--- config.mk ---
export PLATFORM = sky130hd
export DESIGN_NAME = bit_stream_monitor
export DESIGN_NICKNAME = d
export VERILOG_FILES = /design/src/rtl/bit_stream_monitor.sv
export SDC_FILE = /design/constraint.sdc
export NUM_CORES = 1
export LEC_CHECK = 0
export CAP_MARGIN = 10
export CORE_UTILIZATION = 40
export CTS_CLUSTER_DIAMETER = 50
export CTS_CLUSTER_SIZE = 14
export DETAILED_ROUTE_END_ITERATION = 10
export PLACE_DENSITY_LB_ADDON = 0.2
export SLEW_MARGIN = 20
export SYNTH_ARGS = -nofsm -noshare
export SYNTH_HDL_FRONTEND = slang
export SYNTH_SLANG_ARGS = --single-unit
--- constraint.sdc ---
create_clock -name clk -period 3 [get_ports clk]
set_input_delay 0.75 -clock clk [delete_from_list [all_inputs] [get_ports clk]]
set_output_delay 0.75 -clock clk [all_outputs]
set_load 0.03 [all_outputs]
--- src/rtl/bit_stream_monitor.sv ---
// ============================================================================
// Module   : bit_stream_monitor
// Purpose  : Serial pattern detector with match, ones, bit and run counters.
// Revision : 1.0 - initial release
// ============================================================================
`default_nettype none

module bit_stream_monitor #(
   parameter int               PAT_W   = 4,
   parameter logic [PAT_W-1:0] PATTERN = 4'b1011,
   parameter int               CNT_W   = 8
) (
   input  logic             clk,
   input  logic             reset,
   input  logic             in_valid,
   input  logic             in_bit,
   input  logic             clear,
   output logic             match,
   output logic [CNT_W-1:0] match_count,
   output logic [CNT_W-1:0] ones_count,
   output logic [CNT_W-1:0] total_count,
   output logic [CNT_W-1:0] run_len,
   output logic [CNT_W-1:0] max_run
);

   localparam int               FILL_W    = $clog2(PAT_W + 1);
   localparam logic [FILL_W-1:0] FILL_FULL = FILL_W'(PAT_W);
   localparam logic [CNT_W-1:0]  CNT_MAX   = '1;

   logic [PAT_W-1:0]  hist_q,        hist_d;
   logic [FILL_W-1:0] fill_q,        fill_d;
   logic              match_q,       match_d;
   logic [CNT_W-1:0]  match_count_q, match_count_d;
   logic [CNT_W-1:0]  ones_count_q,  ones_count_d;
   logic [CNT_W-1:0]  total_count_q, total_count_d;
   logic [CNT_W-1:0]  run_len_q,     run_len_d;
   logic [CNT_W-1:0]  max_run_q,     max_run_d;

   function automatic logic [CNT_W-1:0] sat_inc(input logic [CNT_W-1:0] v);
      return (v == CNT_MAX) ? v : v + 1'b1;
   endfunction

   always_comb begin
      hist_d        = hist_q;
      fill_d        = fill_q;
      match_d       = 1'b0;
      match_count_d = match_count_q;
      ones_count_d  = ones_count_q;
      total_count_d = total_count_q;
      run_len_d     = run_len_q;
      max_run_d     = max_run_q;

      if (clear) begin
         hist_d        = '0;
         fill_d        = '0;
         match_count_d = '0;
         ones_count_d  = '0;
         total_count_d = '0;
         run_len_d     = '0;
         max_run_d     = '0;
      end else if (in_valid) begin
         hist_d        = {hist_q[PAT_W-2:0], in_bit};
         fill_d        = (fill_q == FILL_FULL) ? fill_q : fill_q + 1'b1;
         total_count_d = sat_inc(total_count_q);
         if (in_bit) begin
            ones_count_d = sat_inc(ones_count_q);
            run_len_d    = sat_inc(run_len_q);
         end else begin
            run_len_d    = '0;
         end
         if (run_len_d > max_run_q)
            max_run_d = run_len_d;
         // Detection looks at the freshly shifted history, so overlaps count.
         if ((fill_d == FILL_FULL) && (hist_d == PATTERN)) begin
            match_d       = 1'b1;
            match_count_d = sat_inc(match_count_q);
         end
      end
   end

   always_ff @(posedge clk or posedge reset) begin
      if (reset) begin
         hist_q        <= '0;
         fill_q        <= '0;
         match_q       <= 1'b0;
         match_count_q <= '0;
         ones_count_q  <= '0;
         total_count_q <= '0;
         run_len_q     <= '0;
         max_run_q     <= '0;
      end else begin
         hist_q        <= hist_d;
         fill_q        <= fill_d;
         match_q       <= match_d;
         match_count_q <= match_count_d;
         ones_count_q  <= ones_count_d;
         total_count_q <= total_count_d;
         run_len_q     <= run_len_d;
         max_run_q     <= max_run_d;
      end
   end

   assign match       = match_q;
   assign match_count = match_count_q;
   assign ones_count  = ones_count_q;
   assign total_count = total_count_q;
   assign run_len     = run_len_q;
   assign max_run     = max_run_q;

endmodule

`default_nettype wire

# Word level (Yosys, flattened, before mapping)
# Cells that the tools add are included.
# op_classes
mux	28
reduce_logical	9
order_cmp	1
eq_ne	10
n_addsub	5
# ops
cell	count
2-to-1 mux 8 bit	20
adder 8 x 1 -> 8 bit (second input constant)	4
equality test 8 bit (second input constant)	4
2-to-1 mux 3 bit	5
> comparator 8 bit	1
nonzero test 2 bit	4
equality test 3 bit (second input constant)	2
inequality test 2 bit (second input constant)	3
AND reduction 3 bit	2
equality test 4 bit (second input constant)	1
AND reduction 2 bit	2
adder 3 x 1 -> 3 bit (second input constant)	1
2-to-1 mux 1 bit	3
logical AND 1 bit	1
# word_totals
elab_cells	61
reg_bits	47
inputBits	5

# Depth between registers and ports, before layout
# Gate-level depths: netlist of the first run.
# depth
word_depth	9
ltp_mapped	9
mapped_depth_nobuf	9

# Worst setup path after synthesis of the first run
# Ideal clock, no wire load.
# synth_path
path_kind	reg-to-reg
startpoint	reg run_len_q[2], in the netlist run_len[2]
endpoint	reg max_run_q[0], in the netlist max_run[0]
setup_time_ps	81
stages_incl_launch_ff	10
path_buffers	1
required_ps	2919
arrival_ps	2939
setup_slack_ps	-20
cell_sequence	dfrtp_1 > buf_2 > nand4_1 > or4b_2 > and3_1 > ha_1 > a21oi_1 > o21ai_0 > o211ai_2 > mux2i_1
# synth_between
elab_chain_len	8
# synth_lines
item	line	text
start: declaration	36	logic [CNT_W-1:0] run_len_q, run_len_d;
start signal: assignment	98	run_len_q <= run_len_d;
adder 8 x 1 -> 8 bit or equality test 8 bit (tied branches)	40	return (v == CNT_MAX) ? v : v + 1'b1;
2-to-1 mux 8 bit (*)	40	
2-to-1 mux 8 bit (*)	65	if (in_bit) begin
2-to-1 mux 8 bit (*)	61	end else if (in_valid) begin
2-to-1 mux 8 bit (*)	53	if (clear) begin
> comparator 8 bit or 2-to-1 mux 8 bit (tied branches)	71	if (run_len_d > max_run_q)
nonzero test 2 bit (no line) or 2-to-1 mux 8 bit (tied branches)	n/a	
AND reduction 2 bit (no line) or 2-to-1 mux 8 bit (tied branches)	n/a	
end signal: assignment	99	max_run_q <= max_run_d;
end: declaration	37	logic [CNT_W-1:0] max_run_q, max_run_d;
# Mark *: on every way between the ends. The rest lies on a longest branch, timed or not. The select of a mux whose other input is x is not followed.
# A chain may end at the register's enable or synchronous reset.

# Worst setup path in the final report of the first run
# layout_path
startpoint	reg run_len_q[0], in the netlist run_len[0]
endpoint	reg max_run_q[2], in the netlist max_run[2]
# Same word-level chain as after synthesis.

==> flow_summary.ini, run 1 <==
[power]
p_sw_uw = 321.7
seqPwrFrac_pct = 50.5
peakVddDrop_v = 0.0002471
power.internal_uw = 974.8
power_frac_comb_pct = 11.5
swShare_pct = 24.81
power_per_cell_area_mw_per_mm2 = 362.7
leakage_uw = 0.001521
clock_power_share_pct = 38.0

[sta]
max_freq_ghz = 0.3569
maxSlewViolCount = 0
finalCriticalPeriod_ns = 2.802
slew_headroom_pct = 59.98
worst_slew_pin_slew_ns = 0.5966
period_share_pct = 93.40
setup_viol = 0
fin_worst_skew_ns = 0.005613
hold_violations = 0
setup_slack_ns = 0.1980
holdWs_ns = 0.5384

[cts]
cts_tree = built
clk_path_buf_depth = 2
clock-sinks = 47
path_clk_slew_ns = 0.09
h-tree-depth = 2
root_buffer = clkbuf_8
clock_latency_ns = 0.30
numCtsBuffers = 5

[setup_path]
cp.required_ns = 3.22
endpoint_kind = flop
arrival_ns = 3.03
cp-start-kind = flop
critical_path_peak_fanout = 4
worstSetupPathType = reg2reg

[grt]
top_usage_layer = met2
first_global_vias = 2308
track_usage_pct = 19.00
antenna_found_initial = 0
grt_max_degree = 39
grt_pass1_wl_mm = 11.04
overflow = 0
met3_usage_pct = 3.113
use_met1_pct = 26.57
gr-usage-met2_pct = 30.65

[run]
drv_cap = 0

[routing]
via_count = 2513
drt-initial-drc-count = 151
drtPass1Iterations = 5
postRouteAntennaNets = 0
vias_per_cell = 5.790
drt-wirelength-per-cell_um = 15.16
totalWireLength_mm = 6.581
drc = 0

[floorplanning]
dieHeight_um = 85.18
fp.coreArea_mm2 = 0.006531
rows = 29
die_w_um = 85.18
start_util_pct = 42.38
fp.dieArea_mm2 = 0.007256
ios = 46

[synthesis]
ys_types = 50
synthTopCellsByArea = dfrtp_1, ha_1, mux2i_1
synth_edf_count = 0
synthesis.area_mm2 = 0.002768
async_flop_share_pct = 100.0
yosys_warnings = 0
synth-seq-area-share_pct = 42.50
synth.top_cell.area_share_pct = 42.50
synth_top_area_cell = dfrtp_1
synth-main-ff-cell = dfrtp_1
syn_avg_cell_area_um2 = 9.350
syn-num-nets = 315
ys_seq_elements = 47
synthesis.instances = 296

[place]
gp_congestion = 0.8306
post-dp-hpwl_mm = 4.631
io_buffers = 45
dp_slack_ns = -0.2193

[worst_hold_path]
hp-class = reg2reg

[finish]
fin_util_pct = 54.73
layout_common_cells = clkdlybuf4s50_1, dfrtp_1, nand2_1, a21oi_1, buf_4
layout.nets = 375
antenna_cells = 0
drive_above_1_share_pct = 10.64
layout_commonest_cell = clkdlybuf4s50_1
syn_to_final_growth_pct = 29.16

[status]
status = completed
## cells in the mapped netlist, types with 2 or more instances
master     number
nand3_1        16
a21oi_1        24
nor2_1         18
buf_2           3
nand4_1        13
xnor2_1         8
o21bai_1        3
mux2i_1        13
and3_1          3
or2_2           2
nor3_1          4
o2111ai_1       4
xor2_1          3
o211a_1         3
and4_1          5
nand2_1        28
and2_1          4
ha_1           14
o31ai_1         4
o311ai_0        2
or3_1           3
o31a_1          2
a21o_1          2
inv_1          18
or4_1           4
o21a_1          2
a31oi_1         2
clkbuf_1        8
dfrtp_1        47
o41ai_1         4
o21ai_0         6
o211ai_1        4
buf_1           2
clkinv_1        2
## per-layer routing
layer / vias up / wire length, µm
met1: 1223 / 3098
li1: 1217 / -
met5: - / 0
met3: 5 / 359
met2: 68 / 3069
met4: 0 / 53
## power by group through the flow
stage	Sequential [µW]	Clock, µW	Combinational (µW)
2_1_floorplan	680	0	76.7
3_3_place_gp	668	0	142
3_5_place_dp	668	0	144
4_1_cts	655	505	146
5_1_grt	657	527	163
6_report	655	493	148
## critical path, stage by stage, from the launching register on
cell and delay (ns):
dfrtp_2 0.43, ha_1 0.21, or4b_2 0.69, and3_1 0.23, ha_1 0.30, a21oi_1 0.18, o21ai_1 0.13, o211ai_4 0.19
buf_4 0.17, mux2i_1 0.19
## cell families after synthesis
kind of cell | after synthesis | synth area share, %
compound gates | 70 | 17.54
xor+xnor | 11 | 3.481
fa+ha+maj | 14 | 6.329
buf+inv | 33 | 4.611
flops | 47 | 42.50
mux | 13 | 4.701
simple gates | 108 | 20.84
## through the flow
step	instance area, µm²	setup TNS, ns	instances	total power, µW
CTS	3560	0	432	1306
detailed placement	3433	-1.498	424	812.1
floorplan	2771	0	296	756.3
global placement	3433	-0.6549	424	809.5
global route	3575	-0.005503	434	1347
finish	3575	0	434	1296
## cell type report
class	instances	area (µm²)
multi-input cells	216	1473
repair buffers	66	633.1
well taps	77	96.34
fillers	612	2957
inverters	20	75.07
flip-flops and latches	47	1180
clock inverters	2	35.03
clock buffers	6	82.58
## worst paths after layout
check                           start             to  slack (ns)  depth (start not counted)
setup / recovery           run_len[0]     max_run[2]        0.20                          9
hold / removal              hist_q[2]      hist_q[2]        0.54                          2
setup reg to reg           run_len[0]     max_run[2]        0.20                          9
hold reg to reg             hist_q[2]      hist_q[2]        0.54                          2
max in group asynchronous       reset  ones_count[2]        1.70                          3
min in group asynchronous       reset     max_run[5]        0.79                          2
## flip-flops by register name (all words and copies together) (netlist names)
signal and flops:
match_count 8, ones_count 8, max_run 8, match 1, total_count 8, hist_q 3
run_len 8, fill_q 3
## timing repair
| item | in CTS | in global routing |
|---|---|---|
| resized for setup | 1 | 1 |
| pin swaps | 1 | 1 |
| endpoints found under the setup margin | 8 | 8 |
| setup buffers | 0 | 2 |
| hold buffers | 0 | 0 |
Note: power is estimated with default switching activity, not from simulation.
==> inputs of run 2 (changes only) <==
--- a/config.mk
+++ b/config.mk
@@ -5,6 +5,7 @@
 export SDC_FILE = /design/constraint.sdc
 export NUM_CORES = 1
 export LEC_CHECK = 0
+export ABC_AREA = 0
 export CAP_MARGIN = 10
 export CORE_UTILIZATION = 40
 export CTS_CLUSTER_DIAMETER = 50
==> results of run 2 <==
Final layout, timing and power as in run 1 (identical DEF).
